==> src/rtl/uart_boot_loader.sv <==
// UART (8N1) program-image loader: packs bytes into 32-bit words, writes them to RAM,
// then releases the core. Optional trailing XOR checksum is enabled by UART_BOOT_CHECKSUM_EN.
module uart_boot_loader #(
    parameter int CLKS_PER_BIT = 434,
    parameter int ADDR_W       = 12
) (
    input  logic              clk,
    input  logic              rst_n,
    input  logic              rx,
    output logic [ADDR_W-1:0] mem_addr,
    output logic [31:0]       mem_data,
    output logic              mem_we,
    output logic              core_rst_n,
    output logic              busy,
    output logic              err
);
    localparam int              CNT_W     = $clog2(CLKS_PER_BIT);
    localparam logic [CNT_W-1:0] HALF_M1  = CNT_W'(CLKS_PER_BIT / 2 - 1);
    localparam logic [CNT_W-1:0] FULL_M1  = CNT_W'(CLKS_PER_BIT - 1);
    localparam logic [7:0]      SYNC_BYTE = 8'hA5;

    typedef enum logic [1:0] {R_IDLE = 2'd0, R_START = 2'd1, R_DATA = 2'd2, R_STOP = 2'd3} rx_state_t;

    typedef enum logic [2:0] {
        P_SYNC = 3'd0, P_LEN0 = 3'd1, P_LEN1 = 3'd2, P_DATA = 3'd3, P_DONE = 3'd4
`ifdef UART_BOOT_CHECKSUM_EN
        , P_CHK = 3'd5
`endif
    } p_state_t;

    logic             rx_meta_r, rx_sync_r;
    rx_state_t        rx_state_r;
    logic [CNT_W-1:0] cnt_r;
    logic [2:0]       bit_idx_r;
    logic [7:0]       shift_r;
    logic             byte_valid_r, frame_err_r;

    p_state_t         p_state_r;
    logic [15:0]      words_left_r;
    logic [1:0]       byte_idx_r;
    logic [31:0]      word_r;
    logic             last_pend_r;

    // Two-flop synchroniser for the asynchronous serial line (idles high)
    always_ff @(posedge clk or negedge rst_n) begin
        if (!rst_n) begin
            rx_meta_r <= 1'b1;
            rx_sync_r <= 1'b1;
        end else begin
            rx_meta_r <= rx;
            rx_sync_r <= rx_meta_r;
        end
    end

    // UART receiver: mid-bit sampling, one-cycle byte_valid / frame_err pulses
    always_ff @(posedge clk or negedge rst_n) begin
        if (!rst_n) begin
            rx_state_r   <= R_IDLE;
            cnt_r        <= '0;
            bit_idx_r    <= 3'd0;
            shift_r      <= 8'd0;
            byte_valid_r <= 1'b0;
            frame_err_r  <= 1'b0;
        end else begin
            byte_valid_r <= 1'b0;
            frame_err_r  <= 1'b0;
            case (rx_state_r)
                R_IDLE: begin
                    cnt_r     <= '0;
                    bit_idx_r <= 3'd0;
                    if (!rx_sync_r) rx_state_r <= R_START;
                end
                R_START: begin
                    if (cnt_r == HALF_M1) begin
                        cnt_r      <= '0;
                        rx_state_r <= rx_sync_r ? R_IDLE : R_DATA;
                    end else begin
                        cnt_r <= cnt_r + CNT_W'(1);
                    end
                end
                R_DATA: begin
                    if (cnt_r == FULL_M1) begin
                        cnt_r     <= '0;
                        shift_r   <= {rx_sync_r, shift_r[7:1]};
                        bit_idx_r <= bit_idx_r + 3'd1;
                        if (bit_idx_r == 3'd7) rx_state_r <= R_STOP;
                    end else begin
                        cnt_r <= cnt_r + CNT_W'(1);
                    end
                end
                R_STOP: begin
                    if (cnt_r == FULL_M1) begin
                        cnt_r        <= '0;
                        byte_valid_r <= rx_sync_r;
                        frame_err_r  <= ~rx_sync_r;
                        rx_state_r   <= R_IDLE;
                    end else begin
                        cnt_r <= cnt_r + CNT_W'(1);
                    end
                end
                default: rx_state_r <= R_IDLE;
            endcase
        end
    end

`ifdef UART_BOOT_CHECKSUM_EN
    logic [7:0] chk_r;

    // Running XOR over the length and payload bytes of the current load
    always_ff @(posedge clk or negedge rst_n) begin
        if (!rst_n) begin
            chk_r <= 8'd0;
        end else if (byte_valid_r) begin
            if ((p_state_r == P_SYNC || p_state_r == P_DONE) && shift_r == SYNC_BYTE) begin
                chk_r <= 8'd0;
            end else if (p_state_r == P_LEN0 || p_state_r == P_LEN1 || p_state_r == P_DATA) begin
                chk_r <= chk_r ^ shift_r;
            end
        end
    end
`endif

    // Protocol engine: sync, length, word packing, memory strobes and core release
    always_ff @(posedge clk or negedge rst_n) begin
        if (!rst_n) begin
            p_state_r    <= P_SYNC;
            words_left_r <= 16'd0;
            byte_idx_r   <= 2'd0;
            word_r       <= 32'd0;
            last_pend_r  <= 1'b0;
            mem_addr     <= '0;
            mem_data     <= 32'd0;
            mem_we       <= 1'b0;
            core_rst_n   <= 1'b0;
            busy         <= 1'b0;
            err          <= 1'b0;
        end else begin
            mem_we <= 1'b0;
            if (mem_we) mem_addr <= mem_addr + ADDR_W'(1);
            // Release the core only once the final strobe has been retired
            if (mem_we && last_pend_r) begin
                last_pend_r <= 1'b0;
                p_state_r   <= P_DONE;
                core_rst_n  <= 1'b1;
                busy        <= 1'b0;
            end
            if (frame_err_r) begin
                if (p_state_r != P_SYNC && p_state_r != P_DONE) begin
                    p_state_r   <= P_SYNC;
                    err         <= 1'b1;
                    busy        <= 1'b0;
                    core_rst_n  <= 1'b0;
                    last_pend_r <= 1'b0;
                end
            end else if (byte_valid_r) begin
                case (p_state_r)
                    P_SYNC, P_DONE: begin
                        if (shift_r == SYNC_BYTE) begin
                            p_state_r  <= P_LEN0;
                            busy       <= 1'b1;
                            err        <= 1'b0;
                            core_rst_n <= 1'b0;
                            mem_addr   <= '0;
                        end
                    end
                    P_LEN0: begin
                        words_left_r[7:0] <= shift_r;
                        p_state_r         <= P_LEN1;
                    end
                    P_LEN1: begin
                        words_left_r[15:8] <= shift_r;
                        byte_idx_r         <= 2'd0;
                        if ({shift_r, words_left_r[7:0]} == 16'd0) begin
`ifdef UART_BOOT_CHECKSUM_EN
                            p_state_r <= P_CHK;
`else
                            p_state_r  <= P_DONE;
                            core_rst_n <= 1'b1;
                            busy       <= 1'b0;
`endif
                        end else begin
                            p_state_r <= P_DATA;
                        end
                    end
                    P_DATA: begin
                        word_r     <= {shift_r, word_r[31:8]};
                        byte_idx_r <= byte_idx_r + 2'd1;
                        if (byte_idx_r == 2'd3) begin
                            mem_we       <= 1'b1;
                            mem_data     <= {shift_r, word_r[31:8]};
                            words_left_r <= words_left_r - 16'd1;
                            if (words_left_r == 16'd1) begin
`ifdef UART_BOOT_CHECKSUM_EN
                                p_state_r <= P_CHK;
`else
                                last_pend_r <= 1'b1;
`endif
                            end
                        end
                    end
`ifdef UART_BOOT_CHECKSUM_EN
                    P_CHK: begin
                        if (shift_r == chk_r) begin
                            p_state_r  <= P_DONE;
                            core_rst_n <= 1'b1;
                            busy       <= 1'b0;
                        end else begin
                            p_state_r <= P_SYNC;
                            err       <= 1'b1;
                            busy      <= 1'b0;
                        end
                    end
`endif
                    default: p_state_r <= P_SYNC;
                endcase
            end
        end
    end
endmodule
==> config.mk <==
export PLATFORM = sky130hd
export DESIGN_NAME = uart_boot_loader
export DESIGN_NICKNAME = d
export VERILOG_FILES = /design/src/rtl/uart_boot_loader.sv
export SDC_FILE = /design/constraint.sdc
export NUM_CORES = 1
export LEC_CHECK = 0
export CORE_MARGIN = 8
export CORE_UTILIZATION = 62
export DETAILED_ROUTE_END_ITERATION = 10
export PLACE_DENSITY = 0.89
export REMOVE_ABC_BUFFERS = 1
export SLEW_MARGIN = 20
export SYNTH_ARGS = -nofsm -noshare
export SYNTH_HDL_FRONTEND = slang
export SYNTH_SLANG_ARGS = --single-unit
==> constraint.sdc <==
create_clock -name clk -period 3.5 [get_ports clk]
set_input_delay 0.875 -clock clk [delete_from_list [all_inputs] [get_ports clk]]
set_output_delay 0.875 -clock clk [all_outputs]
set_load 0.01 [all_outputs]
==> run summary <==
between 50 and 60 I/O pins were placed. The power density over the cells is ~480 nW/um2. Broken down by cell family, the worst path's largest delay share belongs to buffers and inverters. At the worst endpoint, the required time is 2.62 ns. Among all stages on the critical path, the largest delay is contributed by sky130_fd_sc_hd__clkdlybuf4s50_1. The iteration-0 DRC count of the detailed router is between 400 and 500. Adding up every negative setup slack in the final design gives 0 ns.

The total clock buffers created by CTS came out at 17. The initial cell density of the core is 63.6%. The final standard cell area without fillers is 6760 um2. Fill cells in the final layout number 482. The most used flip-flop cell after synthesis is sky130_fd_sc_hd__dfrtp_1. STA classifies the critical path endpoint as an output port.

The total congestion overflow after global routing is 0. The synthesized netlist devotes 2.53% of its cell area to XOR and XNOR gates. Entering global routing, the biggest net connects 61 pins. The number of violations of the max-capacitance limit is 0. For this run, the top clock speed supported by timing is 397 MHz. By area, the combinational part of the netlist is dominated by simple AND/OR/NAND/NOR gates. The number of global-route vias before repair came out at between 4000 and 5000. The number of buffer and inverter stages on the critical path came out at 1. The die is roughly 110 um wide.

Setup repair after global routing left no endpoint under its margin. Walking the worst path, the cells encountered are clkdlybuf4s50_1. The power dissipated by switching net loads is ~0.74 mW. The number of clock sinks is 120. The type of the worst setup path is reg -> out. The placed wire-length estimate after detailed placement came out at between 7000 and 8000 um.

The placed cell area came out at 6150 um2. The count of vias placed by the detailed router came out at 4164. In this run the static leakage power is between 3 and 4 nW. The basic-gate share of the synthesized area counting and, or, nand and nor cells came out at between 10% and 20%. The worst slew margin relative to its limit is 45.8%. TritonCTS built the clock tree. The worst hold margin is 0.355 ns. The worst reg-to-reg setup slack is 1.34 ns.

The flip-flop and latch area is between 3000 and 4000 um2. The sequential cell area fraction in the yosys report is 54.2%. The number of buffers added to fix hold violations after cts came out at 0.

The average routed wire per standard cell came out at between 15 and 20 um. The global-route usage over all layers came out at between 20% and 30%. The first global-routing pass estimated 21300 um of wire. The count of endpoints failing hold in the final timing report came to 0. The clock passes through at most 2 buffers. The share of the cycle needed by the critical path after routing came out at 72.0%.

After the last flow step, the layout net total stands at 549. The fraction of power spent switching nets is 22.7%. The placeable core region came out at about 8700 um2. The final-report setup violation count is 0.

The class of the most critical hold timing path is reg -> reg. STA puts the critical path data arrival time at roughly 1.6 ns. The number of warning messages in the yosys log came out at 0. Leaving out fill and tap cells, the most frequent cell in the layout is sky130_fd_sc_hd__dfrtp_1. The floorplan die area came out at between 10000 and 15000 um2. The fraction of power consumed by the clock network came out at 56.2%. The largest voltage drop on the vdd net is 404 uV. The number of cells upsized or downsized after cts came out at 0. The distinct cell type count after synthesis is 60.

The share of flip-flops with an asynchronous set or reset came out at 100%. The flow ran to the end, and the final reports show no timing, DRC or antenna violations. The final routed DRC violation total came out at 0. The height of the chip came out at 111 um. The later pin in the worst-skew pair is clocked with a latency of 0.52 ns. Synthesis inferred 120 register bits. The arithmetic-cell share of the synthesized area counting full adders, half adders and majority gates is 2.03%. The actual slew at the worst max-slew pin came out at 0.807 ns. The final weighted congestion in routability-driven placement came out at 0.902.

The via density per instance is 6.33. The worst-case clock skew came out at 0.0166 ns. The clock transition at the registers of the reported paths is approximately 0.060 ns. The CTS H-tree depth is 4.

In the synthesized netlist, the number of instances is 479. The multi-input combinational cells in the finished layout cover a total of 2380 um2. The synthesized netlist devotes 9.11% of its cell area to compound gates.

The first TritonRoute pass finished after 5 iterations. The synthesized area divided by synthesized cell count is 11.6 um2. Of all nets on the critical path, the largest fanout is 10. The part of the total power dissipated in combinational logic came out at 1.0%. The post-synthesis mux area share is 13.7%.

The number of placement rows came out at 34. The tree is rooted in a sky130_fd_sc_hd__clkbuf_8. The maximum single-stage delay on the critical path is 0.60 ns. The time the worst path needs with I/O delays and setup is 2.52 ns.

The routed design has 12600 um of wire. STA classifies the critical path startpoint as a flop. The design internal power came out at 2.51 mW. The count of flip-flops with a built-in enable after synthesis is 0. The library cells used most frequently in the layout, excluding fill and tap cells, are sky130_fd_sc_hd__dfrtp_1 (118), sky130_fd_sc_hd__mux2_2 (62), sky130_fd_sc_hd__clkdlybuf4s50_1 (49), sky130_fd_sc_hd__nor2_1 (38), sky130_fd_sc_hd__nand2_1 (29). The count of inserted antenna diode cells is 0. The number of antenna violations at the first check in global routing is 0.

The fraction of layout cells with a size suffix above 1 came out at 21.5%. The area growth from synthesis to layout is 21.9%. The buffer count from post-CTS setup fixing is 0. The count of buffers from port buffering is 50. The share of total power in sequential cells is 42.8%. The netlist area before placement came out at 5550 um2. The post-route antenna net violation count is 0. The max-slew violation count is 0.
worst paths after layout:
check,from,endpoint,depth (start not counted)
worst max-delay path,mem_we,mem_we,1
worst min-delay path,rx_meta_r,rx_sync_r,0
worst max register to register,shift_r[1],core_rst_n,3
worst min register to register,rx_meta_r,rx_sync_r,0
max in group asynchronous,rst_n,rx_meta_r,2
min in group asynchronous,rst_n,word_r[20],1
through the flow:
stage	setup slack (ns)	cells	total power, mW	utilization [%]
floorplan	1.18	460	1.42	-
global placement	1.45	626	1.45	70.5
detailed placement	1.36	626	1.45	70.5
CTS	0.955	658	3.27	77.6
global route	0.909	658	3.33	77.6
finish	0.981	658	3.25	77.6
sequential cells by signal (all words and copies together) (netlist names), named ones only:
name          cells
p_state_r         3
cnt_r             9
word_r           24
err               1
core_rst_n        1
byte_idx_r        2
byte_valid_r      1
mem_addr         12
rx_meta_r         1
mem_data         32
frame_err_r       1
rx_state_r        1
mem_we            1
bit_idx_r         3
last_pend_r       1
rx_sync_r         1
busy              1
words_left_r     16
shift_r           8
metal layers:
layer	vias up	GRT usage, %	share of wire, %
met5	-	0	0
li1	1852	-	-
met4	0	9.28	3.1
met3	52	5.90	6.9
met2	205	36.5	51
met1	2055	23.8	39
power groups by stage:
stage          clock network, mW  registers [mW]  logic (mW)
6_report                    1.83            1.39      0.0321
5_1_grt                     1.90            1.39      0.0382
4_1_cts                     1.85            1.39      0.0340
3_5_place_dp                   0            1.42      0.0340
3_3_place_gp                   0            1.42      0.0320
2_1_floorplan                  0            1.42    0.000353
cells in the mapped netlist (all sizes together), types with 3 or more instances:
| master | count | area (um2) |
|---|---|---|
| a21oi | 16 | 80.1 |
| xor2 | 8 | 70.1 |
| o22ai | 3 | 18.8 |
| nor3b | 3 | 22.5 |
| nor4 | 8 | 80.1 |
| nor2 | 38 | 143 |
| nand3 | 16 | 85.1 |
| nor4b | 4 | 65.1 |
| buf | 11 | 63.8 |
| nor2b | 3 | 18.8 |
| clkbuf | 8 | 32.5 |
| nand4b | 3 | 26.3 |
| nand3b | 3 | 22.5 |
| o21ai | 26 | 130 |
| nor3 | 12 | 70.1 |
| o22a | 8 | 71.3 |
| nand2b | 6 | 37.5 |
| ha | 9 | 113 |
| and2 | 3 | 18.8 |
| mux2i | 6 | 60.1 |
| inv | 19 | 71.3 |
| nand2 | 29 | 109 |
| nand4 | 12 | 75.1 |
| or4 | 3 | 26.3 |
| o211ai | 3 | 22.5 |
| and3 | 3 | 18.8 |
| mux2 | 62 | 698 |
| dfrtp | 118 | 2950 |
| xnor2 | 8 | 70.1 |
cell type report:
| type | count | area share, % |
|---|---|---|
| clock buffers | 17 | 6.12 |
| clock inverters | 15 | 3.02 |
| inverters | 19 | 1.05 |
| multi-input cells | 321 | 35.1 |
| flip-flops and latches | 120 | 44.4 |
| well taps | 108 | 2.00 |
| repair buffers | 58 | 8.25 |
cells by family (layout without fill, tap and decap cells):
family	Yosys count	in the layout
muxes	68	68
xor gates and xnor gates	16	16
buffers and inverters	38	109
adders and majority gates	9	9
and+or+nand+nor	151	151
AOI/OAI and AO/OA	77	77
DFF	120	120
worst reg2reg max path, cell delays in order (launching register included):
cell,delay [ns]
sky130_fd_sc_hd__dfrtp_1,0.44
sky130_fd_sc_hd__or4_4,0.60
sky130_fd_sc_hd__nor4_4,0.74
sky130_fd_sc_hd__o22ai_1,0.20
(Power assumes the default switching activity.)
